[config.mk]
export PLATFORM = sky130hd
export DESIGN_NAME = axi_dma_burst_arbiter
export DESIGN_NICKNAME = d
export VERILOG_FILES = /design/src/rtl/axi_dma_arb_pkg.sv /design/src/rtl/axi_dma_arb_tracker.sv /design/src/rtl/axi_dma_burst_arbiter.sv
export SDC_FILE = /design/constraint.sdc
export NUM_CORES = 1
export LEC_CHECK = 0
export BUFFER_PORTS_ARGS = -buffer_cell sky130_fd_sc_hd__buf_2
export CAP_MARGIN = 10
export CORE_UTILIZATION = 30
export DETAILED_ROUTE_END_ITERATION = 7
export GPL_ROUTABILITY_DRIVEN = 1
export GPL_TIMING_DRIVEN = 0
export PLACE_DENSITY = 0.66
export SYNTH_ARGS = -nofsm -noshare
export SYNTH_HDL_FRONTEND = slang
export SYNTH_SLANG_ARGS = --single-unit
[constraint.sdc]
create_clock -name clk_i -period 5 [get_ports clk_i]
set_input_delay 1 -clock clk_i [delete_from_list [all_inputs] [get_ports clk_i]]
set_output_delay 1 -clock clk_i [all_outputs]
set_load 0.05 [all_outputs]
[src/rtl/axi_dma_arb_pkg.sv]
// Shared types for the DMA burst arbiter: default 1D burst request, order-tracker entry,
// and the outstanding-counter width helper.
package axi_dma_arb_pkg;

  localparam int unsigned MaxChanIdxW = 8;

  typedef struct packed {
    logic [31:0] src_addr;
    logic [31:0] dst_addr;
    logic [15:0] num_bytes;
  } burst_req_1d_t;

  typedef struct packed {
    logic [MaxChanIdxW-1:0] chan;
    logic                   empty;
  } trk_entry_t;

  function automatic int unsigned cnt_width(input int unsigned max_count);
    return $clog2(max_count + 1);
  endfunction

endpackage

[src/rtl/axi_dma_arb_tracker.sv]
// Issue-order FIFO for the DMA burst arbiter. Zero-length entries retire on their own once
// they reach the head; all others wait for the backend's in-order completion strobe.
module axi_dma_arb_tracker
  import axi_dma_arb_pkg::*;
#(
  parameter int unsigned Depth = 8,
  parameter int unsigned ChanW = 2
) (
  input  logic             clk_i,
  input  logic             rst_ni,
  input  logic             push_i,
  input  trk_entry_t       push_entry_i,
  input  logic             done_i,
  output logic             full_o,
  output logic             empty_o,
  output logic             pop_o,
  output logic [ChanW-1:0] pop_chan_o
);

  localparam int unsigned PtrW = $clog2(Depth);
  localparam int unsigned CntW = cnt_width(Depth);

  trk_entry_t      mem_q [Depth];
  logic [PtrW-1:0] wr_ptr_q, rd_ptr_q;
  logic [CntW-1:0] count_q;
  trk_entry_t      head;

  assign head       = mem_q[rd_ptr_q];
  assign empty_o    = (count_q == '0);
  assign full_o     = (count_q == CntW'(Depth));
  assign pop_o      = !empty_o && (head.empty || done_i);
  assign pop_chan_o = head.chan[ChanW-1:0];

  always_ff @(posedge clk_i) begin
    if (!rst_ni) begin
      wr_ptr_q <= '0;
      rd_ptr_q <= '0;
      count_q  <= '0;
    end else begin
      if (push_i) begin
        mem_q[wr_ptr_q] <= push_entry_i;
        wr_ptr_q        <= wr_ptr_q + PtrW'(1);
      end
      if (pop_o) rd_ptr_q <= rd_ptr_q + PtrW'(1);
      if (push_i && !pop_o)      count_q <= count_q + CntW'(1);
      else if (pop_o && !push_i) count_q <= count_q - CntW'(1);
    end
  end

  // A stray completion strobe is dropped, never held over for a later transfer.
  always @(posedge clk_i) begin
    if (rst_ni && done_i)
      assert (!empty_o && !head.empty)
        else $warning("done_i with no pending non-empty transfer; strobe ignored");
  end

endmodule

[src/rtl/axi_dma_burst_arbiter.sv]
// Round-robin arbiter sharing one DMA backend burst port between NumChan frontends.
// Optional macro AXI_DMA_ARB_PRIO_EN adds prio_i: flagged requesters win over the rest.
module axi_dma_burst_arbiter
  import axi_dma_arb_pkg::*;
#(
  parameter int unsigned NumChan        = 4,
  parameter int unsigned MaxOutstanding = 8,
  parameter type         burst_req_t    = axi_dma_arb_pkg::burst_req_1d_t
) (
  input  logic                       clk_i,
  input  logic                       rst_ni,
`ifdef AXI_DMA_ARB_PRIO_EN
  input  logic [NumChan-1:0]         prio_i,
`endif
  input  burst_req_t [NumChan-1:0]   chan_req_i,
  input  logic [NumChan-1:0]         chan_valid_i,
  output logic [NumChan-1:0]         chan_ready_o,
  output burst_req_t                 burst_req_o,
  output logic                       valid_o,
  input  logic                       ready_i,
  input  logic                       done_i,
  output logic [NumChan-1:0]         chan_done_o,
  output logic [NumChan-1:0]         chan_busy_o,
  output logic                       idle_o
);

  localparam int unsigned ChanW = (NumChan > 1) ? $clog2(NumChan) : 1;
  localparam int unsigned CntW  = cnt_width(MaxOutstanding);
  typedef logic [ChanW-1:0] chan_idx_t;

  chan_idx_t          rr_ptr_q, grant_idx, rr_next, pop_chan;
  logic [NumChan-1:0] eligible;
  logic               any_req, slot_free, grant;
  logic               fifo_full, fifo_empty, pop;
  logic [CntW-1:0]    cnt_q [NumChan];
  logic [CntW-1:0]    cnt_d [NumChan];
  logic [NumChan-1:0] cnt_ovf, cnt_unf;
  logic               stall_q;
  burst_req_t         held_req_q;

`ifdef AXI_DMA_ARB_PRIO_EN
  assign eligible = (|(chan_valid_i & prio_i)) ? (chan_valid_i & prio_i) : chan_valid_i;
`else
  assign eligible = chan_valid_i;
`endif

  assign slot_free = !valid_o || ready_i;
  assign grant     = rst_ni && slot_free && !fifo_full && any_req;
  assign idle_o    = !valid_o && fifo_empty;
  assign rr_next   = (grant_idx == chan_idx_t'(NumChan - 1)) ? '0 : grant_idx + ChanW'(1);

  // Scan starting at rr_ptr_q and wrap; the first eligible channel wins.
  always_comb begin
    logic [ChanW:0] cand;
    cand      = '0;
    any_req   = 1'b0;
    grant_idx = rr_ptr_q;
    for (int i = 0; i < int'(NumChan); i++) begin
      cand = {1'b0, rr_ptr_q} + (ChanW+1)'(i);
      if (cand >= (ChanW+1)'(NumChan)) cand = cand - (ChanW+1)'(NumChan);
      if (!any_req && eligible[cand[ChanW-1:0]]) begin
        any_req   = 1'b1;
        grant_idx = cand[ChanW-1:0];
      end
    end
  end

  always_comb begin
    chan_ready_o = '0;
    if (grant) chan_ready_o[grant_idx] = 1'b1;
  end

  // A channel granted and retired in the same cycle keeps its count.
  always_comb begin
    cnt_ovf = '0;
    cnt_unf = '0;
    for (int c = 0; c < int'(NumChan); c++) begin
      cnt_d[c] = cnt_q[c];
      if (grant && grant_idx == chan_idx_t'(c) && !(pop && pop_chan == chan_idx_t'(c))) begin
        cnt_d[c]   = cnt_q[c] + CntW'(1);
        cnt_ovf[c] = (cnt_q[c] == CntW'(MaxOutstanding));
      end else if (pop && pop_chan == chan_idx_t'(c) && !(grant && grant_idx == chan_idx_t'(c))) begin
        cnt_d[c]   = cnt_q[c] - CntW'(1);
        cnt_unf[c] = (cnt_q[c] == '0);
      end
    end
  end

  axi_dma_arb_tracker #(
    .Depth (MaxOutstanding),
    .ChanW (ChanW)
  ) i_tracker (
    .clk_i        (clk_i),
    .rst_ni       (rst_ni),
    .push_i       (grant),
    .push_entry_i ('{chan: MaxChanIdxW'(grant_idx), empty: (chan_req_i[grant_idx].num_bytes == '0)}),
    .done_i       (done_i),
    .full_o       (fifo_full),
    .empty_o      (fifo_empty),
    .pop_o        (pop),
    .pop_chan_o   (pop_chan)
  );

  always_ff @(posedge clk_i) begin
    if (!rst_ni) begin
      valid_o     <= 1'b0;
      burst_req_o <= '0;
      rr_ptr_q    <= '0;
      chan_done_o <= '0;
      chan_busy_o <= '0;
      for (int c = 0; c < int'(NumChan); c++) cnt_q[c] <= '0;
    end else begin
      if (slot_free) begin
        valid_o <= grant;
        if (grant) burst_req_o <= chan_req_i[grant_idx];
      end
      if (grant) rr_ptr_q <= rr_next;
      chan_done_o <= '0;
      if (pop) chan_done_o[pop_chan] <= 1'b1;
      for (int c = 0; c < int'(NumChan); c++) begin
        cnt_q[c]       <= cnt_d[c];
        chan_busy_o[c] <= (cnt_d[c] != '0);
      end
    end
  end

  always_ff @(posedge clk_i) begin
    stall_q    <= rst_ni && valid_o && !ready_i;
    held_req_q <= burst_req_o;
  end

  always @(posedge clk_i) begin
    if (rst_ni) begin
      assert ($onehot0(chan_ready_o));
      assert (cnt_ovf == '0 && cnt_unf == '0);
      if (stall_q) assert (burst_req_o == held_req_q);
    end
  end

endmodule
== After elaboration in Yosys (flattened, before gate mapping) ==
Memory sizes are Yosys's and may differ from the RTL's. A register that Yosys moved wholly into a read port is not among the register bits.
Index checks and enable logic that the tools add are counted.
Word-level totals
  bits in registers: 101
  bits in writable memories: 40
  input bits: 328
  output and inout port bits: 94
  logic and storage cells: 161
  memories: 2
Cells by class
  add/subtract/negate cells: 20
  magnitude comparators: 12
  eq/ne operators: 7
  muxes and demuxes: 49
  bitwise logic cells: 4
  reduce and logical (&&, ||, !) cells: 57
Memories
  i_tracker.mem_q: words 8, width 3, read ports 1, clocked after memory_dff 1, wr ports 1, RTL line axi_dma_arb_tracker.sv:23  | trk_entry_t mem_q [Depth];
  cnt_q: words 4, width 4, read ports 4, clocked after memory_dff 0, wr ports 4, RTL line axi_dma_burst_arbiter.sv:35  | logic [CntW-1:0] cnt_q [NumChan];
Operator list (number)
  binary-select mux 80 bit (select 2 bit): 1
  2-to-1 mux 80 bit: 1
  2-to-1 mux 4 bit: 15
  logical AND 1 bit: 28
  adder 4 x 1 -> 4 bit (second input constant): 5
  subtractor 4 x 1 -> 4 bit (second input constant): 5
  < comparator 2 x 3 -> 1 bit (second input constant): 6
  2-to-1 mux 2 bit: 9
  zero test 1 bit: 16
  zero test 16 bit: 1
  nonzero test 4 bit: 4
  2-to-1 mux 1 bit: 15
  >= comparator 3 bit (second input constant): 3
  binary-select mux 1 bit (select 2 bit): 4
  equality test 2 bit (second input constant): 4
  subtractor 2 x 1 -> 2 bit (second input constant): 4
  adder 2 x 2 -> 3 bit (second input constant): 2
  adder 3 x 1 -> 3 bit (second input constant): 2
  2-to-1 mux 3 bit: 2
  demux 1 bit (select 2 bit): 2
  equality test 2 x 1 -> 1 bit (second input constant): 2
  equality test 4 bit (second input constant): 1
  >= comparator 2 x 1 -> 1 bit (second input constant): 2
  zero test 2 bit: 2
  other kinds (8): 13

== Logic depth before layout (Yosys ltp) ==
  depth in word-level cells: 21
  gate-level depth with buffers: 14
  mapped depth without buffers: 12

== Cells and area by module ==
Synthesis repeated with hierarchy kept, for this count alone.
Second synthesis, totals
  cells, all modules: 958
  area total of the unflattened synthesis: 8055.2 um^2
By module, submodules not included
  axi_dma_burst_arbiter: times used 1, cells each 835, area each 6362.4 um^2, seq. area each 2142.1 um^2
  axi_dma_arb_tracker: times used 1, cells each 123, area each 1692.9 um^2, seq. area each 980.9 um^2

== Worst setup path before layout ==
OpenSTA, ideal clock, no wires.
  kind: input port to flip-flop
  start: in chan_valid_i[0]
  end: reg chan_busy_o[3]
  library setup time: 0.120 ns
  arrival time: 4.211 ns
  data required time: 4.880 ns
  setup slack: 0.670 ns
  cell stages on the path: 14
  path buffers: 3
  path through: nor2_1 a211o_1 nand3_1 buf_2 clkbuf_1 clkbuf_1 inv_1 ha_1 nand2_1 clkinv_1 or4_1 mux2i_1 xor2_1 o31a_1
On the way
  cells in the longest elaborated chain, start to end: 19
  elaborated cells between the ends (all ways): 31
  those cells by class: eq/ne: 1; mux: 18; reduce/logical: 12
RTL lines
  start: declaration: RTL line axi_dma_burst_arbiter.sv:16  | input logic [NumChan-1:0] chan_valid_i,
  binary-select mux 1 bit (select 2 bit): RTL line axi_dma_burst_arbiter.sv:61  | if (!any_req && eligible[cand[ChanW-1:0]]) begin
  2-to-1 mux 1 bit (not written as such): RTL line axi_dma_burst_arbiter.sv:61
  2-to-1 mux 1 bit: RTL line axi_dma_burst_arbiter.sv:61
  zero test 1 bit: RTL line axi_dma_burst_arbiter.sv:61
  logical AND 1 bit: RTL line axi_dma_burst_arbiter.sv:61
  2-to-1 mux 1 bit: RTL line axi_dma_burst_arbiter.sv:61
  zero test 1 bit: RTL line axi_dma_burst_arbiter.sv:61
  logical AND 1 bit: RTL line axi_dma_burst_arbiter.sv:61
  [3 not listed]
  2-to-1 mux 2 bit or 2-to-1 mux 1 bit (tied branches): RTL line axi_dma_burst_arbiter.sv:61
  equality test 2 bit or logical AND 1 bit (tied branches): RTL line axi_dma_burst_arbiter.sv:79, axi_dma_burst_arbiter.sv:82, axi_dma_burst_arbiter.sv:48
  logical AND 1 bit *: RTL line axi_dma_burst_arbiter.sv:79, axi_dma_burst_arbiter.sv:82
  zero test 1 bit: RTL line axi_dma_burst_arbiter.sv:82  | end else if (pop && pop_chan == chan_idx_t'(c) && !(grant && grant_idx == chan_idx_t'(c))) begin
  logical AND 1 bit: RTL line axi_dma_burst_arbiter.sv:82
  2-to-1 mux 4 bit: RTL line axi_dma_burst_arbiter.sv:82
  2-to-1 mux 4 bit *: RTL line axi_dma_burst_arbiter.sv:79  | if (grant && grant_idx == chan_idx_t'(c) && !(pop && pop_chan == chan_idx_t'(c))) begin
  nonzero test 4 bit *: RTL line axi_dma_burst_arbiter.sv:122  | chan_busy_o[c] <= (cnt_d[c] != '0);
  end signal: indexed assignment: RTL line axi_dma_burst_arbiter.sv:122
  end: declaration: RTL line axi_dma_burst_arbiter.sv:23  | output logic [NumChan-1:0] chan_busy_o,
Mark *: on every way between the ends. The rest lies on a longest branch, timed or not. The select of a mux whose other input is x is not followed.
A chain may end at the register's enable or synchronous reset.

== Final worst setup path ==
  start: in rst_ni
  end: out chan_ready_o[0]
On the way
  cells in the longest elaborated chain, start to end: 4
RTL lines
  start: declaration: RTL line axi_dma_burst_arbiter.sv:11  | input logic rst_ni,
  logical AND 1 bit (3 in a row): RTL line axi_dma_burst_arbiter.sv:48  | assign grant = rst_ni && slot_free && !fifo_full && any_req;
  2-to-1 mux 4 bit: RTL line axi_dma_burst_arbiter.sv:70  | if (grant) chan_ready_o[grant_idx] = 1'b1;
  end: declaration: RTL line axi_dma_burst_arbiter.sv:17  | output logic [NumChan-1:0] chan_ready_o,
No other way between the ends.

==> metrics.yaml <==
outcome:
  status: "completed"
placement:
  place_ws_ns: -0.537
  io_buffers: 420
  hpwl_um: 30400
  gp_congestion: 0.987
grt:
  antenna_found_initial: 16
  grt_max_degree: 20
  track_usage_pct: 26.4
  grt_first_pass_wirelength_um: 56500
  grt_overflow_total: 0
  grt_pass1_vias: 9726
floorplan:
  coreArea_mm2: 0.0272
  die_w_um: 169
  start_util_pct: 30.9
  rows: 60
  die-area_mm2: 0.0287
  io_pins: 422
  dieHeight_um: 169
cells_and_area:
  area_growth_pct: 37.0
  post-route-util_pct: 42.3
  drive_above_1_share_pct: 29.3
  nNetsFinal: 1938
synthesis:
  synth.avg_cell_area_um2: 7.25
  synth_edf_count: 24
  yosysWarnings: 0
  synth_fp_nets: 1501
  ys_ff_latch: 144
  syn_inst: 1158
  async_flop_share_pct: 0
  ys_seq_area_share_pct: 37.2
  netlist-cell-type-count: 58
  synth_ff_type: "dfxtp_1"
  synthesis.area_mm2: 0.00840
clock_network:
  root_buffer: "clkbuf_16"
  postCtsSetupBuffers: 0
  cts_sinks: 144
  clkTransAtPathRegs_ns: 0.07
  clk_latency_ns: 0.42
  numCtsBuffers: 17
  cts_tree: "yes"
  cts.path.max_buffers: 2
  htreeDepth: 4
  cts_hold_buffers: 0
sta:
  rsz0062_at_grt: "no"
  slew_headroom_pct: 24.5
  finalSetupViolations: 0
  hold_viol_final: 0
  worst_clock_skew_ns: 0.00919
  period_share_pct: 93.5
  slew_violations: 0
  max_freq_mhz: 214
  setup_ws_ns: 0.323
  whs_ns: 0.449
  worst_pin_slew_ns: 1.12
  min_period_ns: 4.68
hold_path:
  hp-class: "reg2reg"
  worstHoldPathCells: 2
routing:
  vias_per_cell: 5.07
  avgRoutedWirePerCell_um: 19.2
  vias: 10098
  highest_layer: "met5"
  wl_met3_um: 2810
  first_pass_iters: 5
  ant_nets: 0
  met2_length_um: 18500
  wl_met1_um: 16000
  drt_iter0_drc: 724
  wl_um: 38300
  drc: 0
worst_setup_path:
  crit_chain: "clkbuf_1 -> clkinv_1 -> a2111o_1 -> a31oi_2 -> nand2b_1 -> inv_1 -> buf_2"
  crit_buf_inv: 4
  start_kind: "input pin"
  cp.required_ns: 4.00
  arrival_ns: 3.68
  critPathTopFamily: "buffers and inverters"
  crit_cells: 7
  setup.worst_path.class: "in2out"
  slowest_delay_ns: 0.66
  cp_slowest_cell: "a2111o_1"
  end_kind: "output pin"
  reg2regPathDepth: 8
  crit_fanout: 8
pwr:
  vdd_drop_max_mv: 0.239
  cellLeakagePower_nw: 5.68
  powerDensity_mw_per_mm2: 604
  total_power_mw: 6.95
flow_run:
  drv_cap: 0
==> state kept, by name (all words and copies together) (netlist names), named ones only <==
register,flops
i_tracker.rd_ptr_q,3
chan_done_o,4
rr_ptr_q,2
valid_o,1
i_tracker.mem_q,24
i_tracker.count_q,4
i_tracker.wr_ptr_q,3
chan_busy_o,4
burst_req_o,80
cnt_q,16
==> worst paths after layout <==
| kind | startpoint | end | slack (ns) |
|---|---|---|---|
| max | rst_ni | chan_ready_o[0] | 0.32 |
| min | burst_req_o[13]$_SDFFE_PN0P_ | burst_req_o[13]$_SDFFE_PN0P_ | 0.45 |
| min reg2reg | burst_req_o[13]$_SDFFE_PN0P_ | burst_req_o[13]$_SDFFE_PN0P_ | 0.45 |
| max reg2reg | rr_ptr_q[1]$_SDFFE_PN0N_ | burst_req_o[67]$_SDFFE_PN0P_ | 1.40 |
==> synth_stat cells (7+ instances only) <==
library cell    n  area (µm²)
nand3_1        91         455
inv_1          18        67.6
clkbuf_1       71         267
mux2i_1        55         551
o21ai_0        69         345
nand2_1       378        1420
xor2_1          7        61.3
xnor2_1        11        96.3
ha_1           14         175
dfxtp_1       120        2400
nor2_1         31         116
buf_1           8        30.0
nor4_1         12        75.1
nor3_1         10        50.1
and2_1          9        56.3
a21oi_1       138         691
edfxtp_1       24         721
==> layout by cell type, fill, tap and decap left out, drive strengths merged, types with 3 or more instances in the layout <==
master    synthesis  layout
buf              14     434
nand2           378     378
a21oi           138     138
dfxtp           120     120
clkbuf           71      92
nand3            91      91
o21ai            70      70
mux2i            55      55
nor2             31      31
edfxtp           24      24
inv              19      21
ha               14      14
nor4             12      12
diode             0      11
xnor2            11      11
nor3             11      11
and2              9       9
xor2              7       7
a31oi             7       7
clkinv            3       7
a211oi            6       6
nand2b            6       6
mux2              6       6
o31a              5       5
nor2b             5       5
mux4              5       5
o211ai            3       3
a21o              3       3
or3               3       3
clkinvlp          0       3
==> layout make-up <==
cell class | count | area (µm²)
flip-flops and latches | 144 | 3120
diodes | 11 | 27.5
clock buffers | 23 | 459
inverters | 22 | 82.6
well taps | 372 | 465
fillers | 2959 | 15700
repair buffers | 420 | 2100
multi-input cells | 907 | 4860
plain buffers | 83 | 328
clock inverters | 9 | 60.1
==> logic make-up (layout without fill, tap and decap cells) <==
family	after synthesis	count (layout)	share of synthesized area [%]
compound gates	251	251	16.9
xor+xnor	18	18	1.88
fa+ha+maj	15	15	2.32
buf+inv	107	557	4.95
flops	144	144	37.2
mux	66	66	8.75
other cells	0	11	0
simple gates	557	557	28.0
==> routing by layer <==
layer,vias up,GRT usage [%]
met4,8,9.20
met3,57,6.58
met2,421,44.4
li1,4861,-
met5,-,0
met1,4751,32.6
==> stage by stage <==
| step | cell area (µm²) | TNS, ns | instances |
|---|---|---|---|
| final | 11500 | 0 | 1991 |
| after CTS | 11500 | 0 | 1981 |
| after global routing | 11500 | 0 | 1989 |
| after global placement | 11000 | -0.882 | 1950 |
| after detailed placement | 11000 | -1.43 | 1950 |
| after floorplan | 8400 | 0 | 1158 |
==> what timing repair did <==
item | 4_1_cts | 5_1_grt
resized for setup | 1 | 0
pin swaps | 0 | 0
setup endpoints to repair | 1 | 1
gates cloned | 0 | 0
==> report_power, final <==
part	leakage, nW	switching, mW	internal (mW)	total (mW)
Combinational	4.21	2.80	1.17	3.97
Clock	0.251	0.521	0.650	1.17
Sequential	1.22	0.248	1.57	1.81
==> worst reg2reg max path, cell delays in order, from the launching register on <==
cell	delay (ns)
dfxtp_1	0.47
or3_1	0.17
o2111ai_1	0.14
nand2_1	0.38
clkbuf_1	0.57
clkbuf_1	0.69
clkbuf_1	0.72
a21oi_1	0.20
o21ai_0	0.18
(Power assumes the default switching activity.)
